File: src/rtl/source_packer.sv
// Narrow-to-wide packer: gathers sixteen 32-bit words into one 512-bit line,
// queues finished lines in a small FIFO and hands them to the wide side over
// a valid/ready handshake. A flush pulse emits the current partial line with
// the unused upper lanes left at zero.
module source_packer #(
    parameter int OUT_DEPTH = 2
) (
    input  logic         clk,
    input  logic         rst_n,
    input  logic [31:0]  din,
    input  logic         we,
    output logic         full,
    input  logic         flush,
    output logic [511:0] q,
    output logic         q_valid,
    input  logic         q_ready,
    output logic [4:0]   q_words,
    output logic [31:0]  wr_count,
    output logic [31:0]  rd_count
);

    localparam int PTR_W = (OUT_DEPTH > 1) ? $clog2(OUT_DEPTH) : 1;
    localparam int CNT_W = PTR_W + 1;
    localparam logic [CNT_W-1:0] DEPTH_C = CNT_W'(OUT_DEPTH);
    localparam logic [PTR_W-1:0] PTR_ONE = PTR_W'(1);
    localparam logic [CNT_W-1:0] CNT_ONE = CNT_W'(1);

    // Packing state: lanes collected so far, their count, and a flush that
    // is waiting for room in the output buffer.
    logic [511:0]     pack_q, pack_d;
    logic [3:0]       pcnt_q, pcnt_d;
    logic             flush_pend_q, flush_pend_d;

    // Output line buffer: circular storage of lines plus their word counts.
    logic [511:0]     mem_line_q  [OUT_DEPTH];
    logic [511:0]     mem_line_d  [OUT_DEPTH];
    logic [4:0]       mem_words_q [OUT_DEPTH];
    logic [4:0]       mem_words_d [OUT_DEPTH];
    logic [PTR_W-1:0] wr_ptr_q, wr_ptr_d;
    logic [PTR_W-1:0] rd_ptr_q, rd_ptr_d;
    logic [CNT_W-1:0] ocnt_q, ocnt_d;

    logic [31:0]      wr_count_q, wr_count_d;
    logic [31:0]      rd_count_q, rd_count_d;

    // Intermediate combinational values.
    logic             obuf_full;
    logic             accept;
    logic             pop;
    logic             push;
    logic             flush_req;
    logic [511:0]     pack_next;
    logic [4:0]       pcnt_next;
    logic [4:0]       push_words;

    // Buffer fullness is judged before any same-cycle pop, so a handshake on
    // q never makes room for a push on the same edge.
    always_comb begin
        obuf_full = (ocnt_q == DEPTH_C);
        full      = flush_pend_q | ((pcnt_q == 4'd15) & obuf_full);
        accept    = we & ~full;
        q_valid   = (ocnt_q != '0);
        pop       = q_valid & q_ready;
        q         = q_valid ? mem_line_q[rd_ptr_q]  : '0;
        q_words   = q_valid ? mem_words_q[rd_ptr_q] : '0;
        wr_count  = wr_count_q;
        rd_count  = rd_count_q;
    end

    // Next-state logic: the accepted word is merged first, then a completed
    // line or a flush decides whether a line is pushed this cycle.
    always_comb begin
        pack_d       = pack_q;
        pcnt_d       = pcnt_q;
        flush_pend_d = flush_pend_q;
        mem_line_d   = mem_line_q;
        mem_words_d  = mem_words_q;
        wr_ptr_d     = wr_ptr_q;
        rd_ptr_d     = rd_ptr_q;
        ocnt_d       = ocnt_q;
        wr_count_d   = wr_count_q;
        rd_count_d   = rd_count_q;
        push         = 1'b0;
        push_words   = 5'd0;
        pack_next    = pack_q;
        pcnt_next    = {1'b0, pcnt_q};
        flush_req    = flush | flush_pend_q;

        if (accept) begin
            pack_next[{pcnt_q, 5'd0} +: 32] = din;
            pcnt_next  = {1'b0, pcnt_q} + 5'd1;
            wr_count_d = wr_count_q + 32'd1;
        end

        if (pcnt_next == 5'd16) begin
            push         = 1'b1;
            push_words   = 5'd16;
            flush_pend_d = 1'b0;
        end else if (flush_req) begin
            if (pcnt_next == 5'd0) begin
                flush_pend_d = 1'b0;
            end else if (!obuf_full) begin
                push         = 1'b1;
                push_words   = pcnt_next;
                flush_pend_d = 1'b0;
            end else begin
                flush_pend_d = 1'b1;
            end
        end

        if (push) begin
            mem_line_d[wr_ptr_q]  = pack_next;
            mem_words_d[wr_ptr_q] = push_words;
            wr_ptr_d              = wr_ptr_q + PTR_ONE;
            pack_d                = '0;
            pcnt_d                = 4'd0;
        end else begin
            pack_d = pack_next;
            pcnt_d = pcnt_next[3:0];
        end

        if (pop) begin
            rd_ptr_d   = rd_ptr_q + PTR_ONE;
            rd_count_d = rd_count_q + 32'd1;
        end

        if (push && !pop) begin
            ocnt_d = ocnt_q + CNT_ONE;
        end else if (!push && pop) begin
            ocnt_d = ocnt_q - CNT_ONE;
        end
    end

    // State register with synchronous active-low reset that discards all data.
    always_ff @(posedge clk) begin
        if (!rst_n) begin
            pack_q       <= '0;
            pcnt_q       <= 4'd0;
            flush_pend_q <= 1'b0;
            for (int i = 0; i < OUT_DEPTH; i++) begin
                mem_line_q[i]  <= '0;
                mem_words_q[i] <= 5'd0;
            end
            wr_ptr_q     <= '0;
            rd_ptr_q     <= '0;
            ocnt_q       <= '0;
            wr_count_q   <= 32'd0;
            rd_count_q   <= 32'd0;
        end else begin
            pack_q       <= pack_d;
            pcnt_q       <= pcnt_d;
            flush_pend_q <= flush_pend_d;
            mem_line_q   <= mem_line_d;
            mem_words_q  <= mem_words_d;
            wr_ptr_q     <= wr_ptr_d;
            rd_ptr_q     <= rd_ptr_d;
            ocnt_q       <= ocnt_d;
            wr_count_q   <= wr_count_d;
            rd_count_q   <= rd_count_d;
        end
    end

endmodule

File: config.mk
export PLATFORM = sky130hd
export DESIGN_NAME = source_packer
export DESIGN_NICKNAME = d
export VERILOG_FILES = /design/src/rtl/source_packer.sv
export SDC_FILE = /design/constraint.sdc
export NUM_CORES = 2
export LEC_CHECK = 0
export CORE_MARGIN = 2
export CORE_UTILIZATION = 40
export CTS_BUF_LIST = sky130_fd_sc_hd__clkbuf_4 sky130_fd_sc_hd__clkbuf_8
export CTS_CLUSTER_SIZE = 20
export DETAILED_ROUTE_END_ITERATION = 8
export GPL_TIMING_DRIVEN = 0
export SYNTH_ARGS = -nofsm -noshare
export SYNTH_HDL_FRONTEND = slang
export SYNTH_SLANG_ARGS = --single-unit
export TNS_END_PERCENT = 5
File: constraint.sdc
create_clock -name clk -period 2.65 [get_ports clk]
set_input_delay 0.795 -clock clk [delete_from_list [all_inputs] [get_ports clk]]
set_output_delay 0.795 -clock clk [all_outputs]
set_load 0.005 [all_outputs]
==> flow_summary_export.csv <==
group,metric,value,unit
clock_tree,cts.path.max_buffers,4,
worst_hold_path,min-delay-path-class,"reg -> reg",
die,initial_utilization,0.402,
critical_path,critPathMaxStageDelay,0.55,ns
pwr,power_switching,22.3,mW
yosys,seq_area_frac_synth,0.437,
yosys,synth-edff-count,0,
clock_tree,h-tree-depth,5,
critical_path,rrSetupSlack,-0.95,ns
drt,dr.pass1.iters,6,
die,die_area,189000,sq um
global_routing,grt_overflow_total,0,
critical_path,cpMostUsedCell,"buf_12",
timing,finalClockSkew,0.0866,ns
final_layout,drive_above_1_share,0.214,
timing,fin_crit_sh,1.40,
pwr,power.total,69.4,mW
global_routing,track_usage,0.302,
pwr,pwr-share-seq,0.360,
status,status,"finished with violations",
global_routing,antenna_found_initial,25,
yosys,syn_inst,8053,
worst_hold_path,min_path_cells,2,
yosys,syn-cell-area,74200,sq um
critical_path,start_kind,"flop",
timing,max_freq,0.270,GHz
critical_path,reg2reg_from,"pcnt_q[0]$_SDFF_PP0_",
critical_path,critPathBufInv,4,
timing,setup_viol,2158,
yosys,yosysUniqueCellTypes,70,
clock_tree,cts.sinks,1619,
clock_tree,cts_tree,"built",
global_routing,grt_max_degree,17,
die,ios,620,
timing,slew_headroom,-0.00510,
final_layout,stdcell_count,11796,
yosys,syn-num-nets,8095,
pwr,ir_drop,0.343,mV
critical_path,r2r_end,"wr_count[21]$_SDFFE_PN0N_",
yosys,async_flop_share,0,
yosys,synth.area.top_cells,"dfxtp_1 (44%), mux2i_1 (21%), nand2_1 (5.4%)",
clock_tree,cts_buffers,302,
yosys,synth_top_area_frac,0.437,
status,violations,"capacitance limit, slew limit, setup timing",
clock_tree,clk_latency,1.08,ns
critical_path,crit_required,1.86,ns
job,timing.max_cap.violations,1,
timing,drv_slew,1,
critical_path,path_max_fanout,11,
critical_path,cp_top_family,"buffers and inverters",
placement,io_buffers,588,
global_routing,grt_pass1_vias,64068,
critical_path,ff2ff_path_depth,9,
pwr,power.density,714,nW/um^2
drt,totalWireLength,306000,um
worst_hold_path,worstHoldStart,"mem_line_q[885]$_SDFFE_PN0P_",
critical_path,cp.arrival,2.92,ns
clock_tree,cts_root_buffer,"clkbuf_8",
placement,placed_cells,11122,
drt,via_count,66983,
placement,dp_hpwl,213000,um
die,dieHeight,435,um
drt,drtAntennaViolNets,0,
pwr,combPwrFrac,0.279,
timing,worst_slack,-1.06,ns
critical_path,endpoint_kind,"output port",
yosys,ys_ff_latch,1619,
pwr,sw_frac_of_total,0.321,
global_routing,grt_pass1_wl,428000,um
yosys,ys.flop_type,"dfxtp_1",
timing,final.min_clock_period,3.71,ns
drt,wl_per_cell,25.9,um
drt,drt_iter0_markers,6111,
critical_path,path_class,"reg -> out",
yosys,syn-mean-instance-area,9.22,sq um
die,coreArea,185000,sq um
die,rows,158,
timing,rsz0062_at_grt,"yes",
die,die_w,435,um
timing,tightest_slew,1.50,ns
worst_hold_path,min_to,"mem_line_q[885]$_SDFFE_PN0P_",
critical_path,slowest_stage,"clkdlybuf4s50_1",
placement,globalplace.congestion,0.944,
drt,drc,0,
final_layout,area_growth_syn_to_layout,30.9,%
pwr,total_leakage_power,37.6,nW
yosys,yosysWarningCount,0,
yosys,synth_top_area_cell,"dfxtp_1",
clock_tree,clk_pin_slew,0.06,ns
pwr,p_clk_frac,0.361,
pwr,p_int,47.1,mW
drt,routed_via_density,5.68,
critical_path,cp_cell_sequence,"buf_12, clkbuf_16, buf_12, mux2i_2, nor2_4, clkdlybuf4s50_1",
timing,finalHoldViolCount,0,
final_layout,num-nets-final,9150,
-- through the flow --
stage,hold slack [ns],setup TNS [ns],cell area [sq um],setup slack (ns),util
2_1_floorplan,0.434,0,74200,0.00187,-
4_1_cts,0.373,-1959.94,93300,-1.14,0.505
5_1_grt,0.448,-1191.10,97100,-1.12,0.525
3_5_place_dp,0.447,-3120.62,83300,-3.37,0.451
3_3_place_gp,0.441,-3183.81,83200,-3.32,0.450
6_report,0.455,-1104.77,97100,-1.06,0.526
-- synth_stat cells, types with 35 or more instances --
cell,n
a21boi_0,158
mux2i_1,1541
a21o_1,158
o31ai_1,66
nand4_1,55
nor3_1,73
nor4_1,109
nand3_1,123
clkbuf_1,529
o21ai_1,81
o211ai_1,35
dfxtp_1,1619
a211oi_1,132
buf_6,70
nand2b_1,35
buf_1,54
inv_1,52
o2bb2ai_1,40
o31a_1,98
a21oi_1,246
nor2_1,721
o21ai_0,303
and3_1,69
o21ba_2,256
buf_2,134
nand2_1,1058
-- state kept, by name, indices dropped and copies added, names as in the netlist --
register and flops:
pcnt_q 4, wr_count 32, rd_ptr_q 1, rd_count 32, pack_q 512, flush_pend_q 1, wr_ptr_q 1, mem_line_q 1024
mem_words_q 10, ocnt_q 2
-- layout by cell type, fill, tap and decap left out, types with 36 or more instances in the layout --
master	count
a211oi_1	129
a21boi_0	158
a21o_1	158
a21oi_1	231
and3_1	69
buf_12	71
buf_2	174
buf_4	98
buf_6	96
clkbuf_1	335
clkbuf_16	73
clkbuf_2	106
clkbuf_4	115
clkbuf_8	382
clkdlybuf4s50_1	404
dfxtp_1	1615
dlygate4sd2_1	69
dlymetal6s2s_1	36
inv_1	51
mux2i_1	1314
mux2i_2	140
mux2i_4	87
nand2_1	1057
nand3_1	122
nand4_1	55
nor2_1	525
nor2_2	55
nor2_4	141
nor3_1	72
nor4_1	101
o21ai_0	277
o21ai_1	90
o21ba_2	256
o2bb2ai_1	40
o31a_1	97
o31ai_1	44
-- layout make-up --
type,count,area [sq um]
fillers,16731,87700
flip-flops and latches,1619,32400
clock inverters,33,327
diodes,22,55.1
inverters,53,201
plain buffers,791,5860
clock buffers,457,5730
well taps,2480,3100
multi-input cells,5581,41400
repair buffers,760,8070
-- worst max path at each step --
stage | cells past startpoint | to | startpoint | slack [ns]
floorplan | 10 | ocnt_q[1]$_SDFFE_PN0P_ | pcnt_q[0]$_SDFF_PP0_ | 0.002
global placement | 7 | q[451] | ocnt_q[1]$_SDFFE_PN0P_ | -3.32
detailed placement | 7 | q[451] | ocnt_q[1]$_SDFFE_PN0P_ | -3.37
CTS | 6 | q[324] | rd_ptr_q$_SDFFE_PN0P_ | -1.14
global route | 6 | q[383] | rd_ptr_q$_SDFFE_PN0P_ | -1.12
finish | 6 | q[320] | rd_ptr_q$_SDFFE_PN0P_ | -1.06
-- tightest hold or removal path, cell delays in order, from the launching register on --
cell and delay [ns]:
dfxtp_1 0.31, nand2_1 0.05, mux2i_1 0.05
-- power by group through the flow --
stage / registers, mW / clock network (mW) / logic, mW
final: 25.0 / 25.0 / 19.4
after global routing: 25.0 / 26.2 / 19.9
after CTS: 25.0 / 25.2 / 17.2
after detailed placement: 25.4 / 0 / 13.2
after global placement: 25.4 / 0 / 13.1
after floorplan: 25.4 / 0 / 8.86
-- cells by family after synthesis --
family,Yosys count,share of synthesized area
fa+ha+maj,5,0.000843
flops,1619,0.437
compound gates,1695,0.165
simple gates,2291,0.131
buf+inv,853,0.0531
mux,1542,0.208
xor+xnor,48,0.00566
-- layer usage --
layer	vias to the layer above	global-route usage	part of all wire
li1	30455	-	-
met2	2877	0.470	0.45
met5	-	0	0
met4	0	0.221	0.082
met3	813	0.0571	0.075
met1	32838	0.374	0.40
-- repair_timing --
| item | CTS | global route |
|---|---|---|
| endpoints found under the setup margin | 2170 | 2169 |
| pin swaps | 99 | 32 |
| setup buffers | 39 | 85 |
| gates cloned | 10 | 37 |
| gates resized for setup | 1333 | 735 |
| hold buffers | 0 | 0 |
Power figures use the tool's default switching activity.
